File: config.mk
export PLATFORM = sky130hd
export DESIGN_NAME = mod_n_counter
export DESIGN_NICKNAME = d
export VERILOG_FILES = /design/src/rtl/mod_n_counter.sv
export SDC_FILE = /design/constraint.sdc
export NUM_CORES = 1
export LEC_CHECK = 0
export ABC_AREA = 0
export CORE_UTILIZATION = 60
export DETAILED_ROUTE_END_ITERATION = 8
export DONT_BUFFER_PORTS = 1
export GPL_ROUTABILITY_DRIVEN = 0
export PLACE_DENSITY = 0.77
export SLEW_MARGIN = 20
export SYNTH_ARGS = -nofsm -noshare
export SYNTH_HDL_FRONTEND = slang
export SYNTH_SLANG_ARGS = --single-unit
File: constraint.sdc
create_clock -name clk -period 1.9 [get_ports clk]
set_input_delay 0.38 -clock clk [delete_from_list [all_inputs] [get_ports clk]]
set_output_delay 0.38 -clock clk [all_outputs]
set_load 0.02 [all_outputs]
File: src/rtl/mod_n_counter.sv
// Cascadable modulo-N up/down counter with synchronous clear, range-checked load,
// compare match, sticky wrap flag and a combinational carry-out for chaining.
module mod_n_counter #(
  parameter int unsigned WIDTH   = 6,
  parameter int unsigned MODULUS = 60,
  parameter int unsigned INIT    = 0
) (
  input  logic             clk,
  input  logic             rst_n,
  input  logic             clear_i,
  input  logic             enable_i,
  input  logic             up_down_i,
  input  logic             load_i,
  input  logic [WIDTH-1:0] load_value_i,
  input  logic [WIDTH-1:0] compare_value_i,
  output logic [WIDTH-1:0] count_o,
  output logic             carry_out_o,
  output logic             match_o,
  output logic             wrapped_o,
  output logic             load_err_o
);

  if (WIDTH < 1 || WIDTH > 31 || MODULUS < 2 || MODULUS > (32'd1 << WIDTH) ||
      INIT >= MODULUS) begin : gen_bad_params
    $error("mod_n_counter: illegal WIDTH/MODULUS/INIT combination");
  end

  // One extra bit so MODULUS == 2**WIDTH is representable for the load range check.
  localparam logic [WIDTH:0]   ModExt  = (WIDTH + 1)'(MODULUS);
  localparam logic [WIDTH-1:0] MaxVal  = WIDTH'(MODULUS - 1);
  localparam logic [WIDTH-1:0] InitVal = WIDTH'(INIT);

  logic [WIDTH-1:0] count_q, count_d;
  logic             wrapped_q, wrapped_d;
  logic             load_err_q, load_err_d;

  logic [WIDTH-1:0] tc;
  logic [WIDTH-1:0] step_val;
  logic             at_tc;
  logic             load_ok;

  always_comb begin
    tc      = up_down_i ? MaxVal : '0;
    at_tc   = (count_q == tc);
    load_ok = ({1'b0, load_value_i} < ModExt);
    // Wrap is always an explicit compare, never the natural WIDTH-bit overflow.
    if (at_tc) begin
      step_val = up_down_i ? '0 : MaxVal;
    end else if (up_down_i) begin
      step_val = count_q + WIDTH'(1);
    end else begin
      step_val = count_q - WIDTH'(1);
    end
  end

  always_comb begin
    count_d    = count_q;
    wrapped_d  = wrapped_q;
    load_err_d = 1'b0;
    if (clear_i) begin
      count_d   = '0;
      wrapped_d = 1'b0;
    end else if (load_i) begin
      if (load_ok) begin
        count_d = load_value_i;
      end else begin
        load_err_d = 1'b1;
      end
    end else if (enable_i) begin
      count_d = step_val;
      if (at_tc) begin
        wrapped_d = 1'b1;
      end
    end
  end

  always_ff @(posedge clk or negedge rst_n) begin
    if (!rst_n) begin
      count_q    <= InitVal;
      wrapped_q  <= 1'b0;
      load_err_q <= 1'b0;
    end else begin
      count_q    <= count_d;
      wrapped_q  <= wrapped_d;
      load_err_q <= load_err_d;
    end
  end

  assign count_o     = count_q;
  assign wrapped_o   = wrapped_q;
  assign load_err_o  = load_err_q;
  // Asserted in the cycle before the wrap edge so the next stage steps on that same edge.
  assign carry_out_o = enable_i & ~clear_i & ~load_i & at_tc;
  assign match_o     = (count_q == compare_value_i);

endmodule

==> out/results.tsv <==
stage	metric	value	unit
run_status	status	finished, violations left	
run_status	violations	setup timing	
global_routing	grt.total_usage	32.4	%
clock_tree	cts_tree	yes	
setup_path	startpoint	count_o[3]	
power	p_sw_share	36.2	%
clock_tree	cts_sinks	8	
sta	setup_viol	2	
clock_tree	clockBufferDepth	2	
synthesis	synthTopCellsByCount	nor2_1 (11), a21oi_1 (9), dfrtp_1 (8), o21ai_0 (8), nand2_1 (7)	
final_layout	multiInputGateArea	569	sq um
detailed_routing	ant_nets	0	
sta	finalHoldViolCount	0	
sta	fin_setup_tns	-0.0433	ns
setup_path	cp.depth	5	
floorplanning	die_h	38.1	microns
clock_tree	clock_latency	0.24	ns
power	p_int	0.371	mW
power	power_frac_seq	35.0	%
setup_path	worstSetupEndpointType	primary output	
min_path	hold_class	input pin to flop	
setup_path	cp_slowest_stage_delay	0.41	ns
setup_path	cp_slowest_cell	dfrtp_1	
clock_tree	numCtsBuffers	3	
synthesis	synth.most_common_cell	nor2_1	
sta	worst_pin_slew	0.454	ns
setup_path	crit_end	carry_out_o	
synthesis	synth_edf_count	0	
detailed_routing	via_count	830	
synthesis	yosysUniqueCellTypes	36	
sta	skew	0.00322	ns
sta	slew_headroom	69.7	%
sta	layout_setup_ws	-0.0326	ns
placed_design	post-dp-hpwl	1560	microns
sta	max_freq	517	MHz
global_routing	grt-ovfl-total	0	
synthesis	synth_area_leaders	dfrtp_1 (26%), xnor2_1 (6.7%), ha_1 (6.4%)	
global_routing	antenna_found_initial	0	
setup_path	critPathMaxFanout	2	
setup_path	rrSetupSlack	-0.01	ns
detailed_routing	drc	0	
setup_path	path_class	flop to primary output	
setup_path	required	1.52	ns
sta	rsz0062_at_grt	yes	
clock_tree	cts_root_buffer	clkbuf_4	
min_path	min_from	clear_i	
detailed_routing	wl_per_cell	17.5	microns
setup_path	cp_data_arrival_time	1.55	ns
floorplanning	die_w	38.1	microns
synthesis	syn_nets	118	
floorplanning	core_area	1160	sq um
synthesis	netlist_area	781	sq um
power	power.switching	0.210	mW
setup_path	cp_num_buf_inv	1	
floorplanning	die_area	1450	sq um
synthesis	synth_area_leader_cell	dfrtp_1	
power	power_leakage	0.402	nW
setup_path	r2r_end	count_o[5]	
final_layout	n_fill_cell	69	
setup_path	r2r_cells	6	
final_layout	drive_above_1_share	24.8	%
final_layout	syn_to_final_growth	20.4	%
setup_path	cp_cell_sequence	ha_1, and4b_1, o21a_1, inv_2, nor2_4	
clock_tree	cts.reportedPaths.clkPinSlew	0.06	ns
floorplanning	initial_core_util	67.5	%
global_routing	grt_max_degree	11	
sta	drv_slew	0	
final_layout	nets	134	
synthesis	synthFlopType	dfrtp_1	
floorplanning	io_pins	28	
power	vdd_drop_max	0.353	mV
power	p_clk_share	21.6	%
synthesis	synth_top_area_share	25.6	%
power	powerDensity	619	nW/um^2
detailed_routing	wirelength	2150	microns
final_layout	antenna-diode-count	0	
sta	min_period_over_period	102	%
detailed_routing	drt_iter0_drc	51	
detailed_routing	vias_per_cell	6.75	
final_layout	final_core_util	81.3	%
clock_tree	htree_num_levels	1	
final_layout	seq_area	200	sq um
synthesis	avgSynthCellArea	8.22	sq um
floorplanning	num_rows	12	
detailed_routing	dr.pass1.iters	4	
global_routing	first_global_vias	729	
global_routing	grt_pass1_wl	3250	microns
synthesis	ys.warnings.count	0	
synthesis	ys_seq_area_share	25.6	%
sta	period_needed	1.93	ns
synthesis	synth_cells	95	
run	cap_violations	0	
setup_path	regToRegStartpoint	count_o[3]	
setup_path	startpoint_type	flop	
power	combPwrFrac	43.4	%
synthesis	postSynth.asyncResetShare	100	%
placed_design	port_buffers	0	
synthesis	synth.ff_latch_count	8	
setup_path	path_delay_family	flip-flops	
==> routing by layer <==
layer / wire length (microns) / track usage [%]
met5: 0 / 0
met4: 42 / 8.04
met3: 258 / 4.65
met2: 1020 / 50.4
met1: 828 / 46.4
==> stage by stage <==
stage	setup slack [ns]	cell area (sq um)	total power, mW	hold WS (ns)	std cells
2_1_floorplan	0.000966	788	0.369	0.0844	95
3_3_place_gp	0.113	840	0.416	0.0846	115
3_5_place_dp	0.0711	840	0.420	0.0846	115
4_1_cts	-0.00725	920	0.566	0.190	122
5_1_grt	-0.0722	940	0.620	0.190	123
6_report	-0.0326	940	0.582	0.197	123
==> layout make-up <==
| type | instances | share of cell area (%) |
|---|---|---|
| Multi-Input combinational cell | 79 | 60.6 |
| Sequential cell | 8 | 21.3 |
| Timing Repair Buffer | 14 | 11.9 |
| Clock buffer | 3 | 2.40 |
| Inverter | 5 | 2.00 |
| Tap cell | 14 | 1.86 |
==> timing repair <==
| item | CTS | global route |
|---|---|---|
| pin swaps | 3 | 2 |
| endpoints found under the setup margin | 1 | 4 |
| gates cloned | 0 | 0 |
| hold buffers | 1 | 0 |
| gates resized for setup | 3 | 3 |
| hold endpoints to repair | 8 | 0 |
| setup buffers | 3 | 1 |
==> power groups by stage <==
stage,Clock [mW],Combinational [mW],Sequential [mW]
after floorplan,0,0.153,0.215
after global placement,0,0.211,0.204
after detailed placement,0,0.215,0.205
after CTS,0.127,0.235,0.204
after global routing,0.142,0.274,0.205
final,0.125,0.253,0.204
==> how the worst min path moves through the flow <==
stage,endpoint,depth (start not counted)
2_1_floorplan,count_o[0],0
3_3_place_gp,count_o[3],0
3_5_place_dp,count_o[2],0
4_1_cts,wrapped_o,1
5_1_grt,count_o[0],1
6_report,count_o[0],1
==> registers in the layout (all words and copies together), names as in the netlist <==
signal / flops
load_err_o: 1
wrapped_o: 1
count_o: 6
==> cells by family (layout without fill, tap and decap cells) <==
group / count (synthesis) / in the layout / synth area share, %
and+or+nand+nor: 38 / 38 / 27.2
AOI/OAI and AO/OA: 26 / 26 / 20.2
xor gates and xnor gates: 10 / 10 / 11.2
DFF: 8 / 8 / 25.6
buffers and inverters: 8 / 22 / 6.73
adders and majority gates: 5 / 5 / 8.97
==> cell usage in the layout (no fill, tap or decap), drive strengths merged, types with 3 or more instances in the layout <==
| cell | netlist | final |
|---|---|---|
| buf | 3 | 13 |
| nor2 | 11 | 11 |
| a21oi | 10 | 10 |
| o21ai | 8 | 8 |
| dfrtp | 8 | 8 |
| nand2 | 7 | 7 |
| xnor2 | 6 | 6 |
| inv | 5 | 5 |
| xor2 | 4 | 4 |
| nor3 | 4 | 4 |
| ha | 4 | 4 |
| clkbuf | 0 | 3 |
Note: power is estimated with default switching activity, not from simulation.
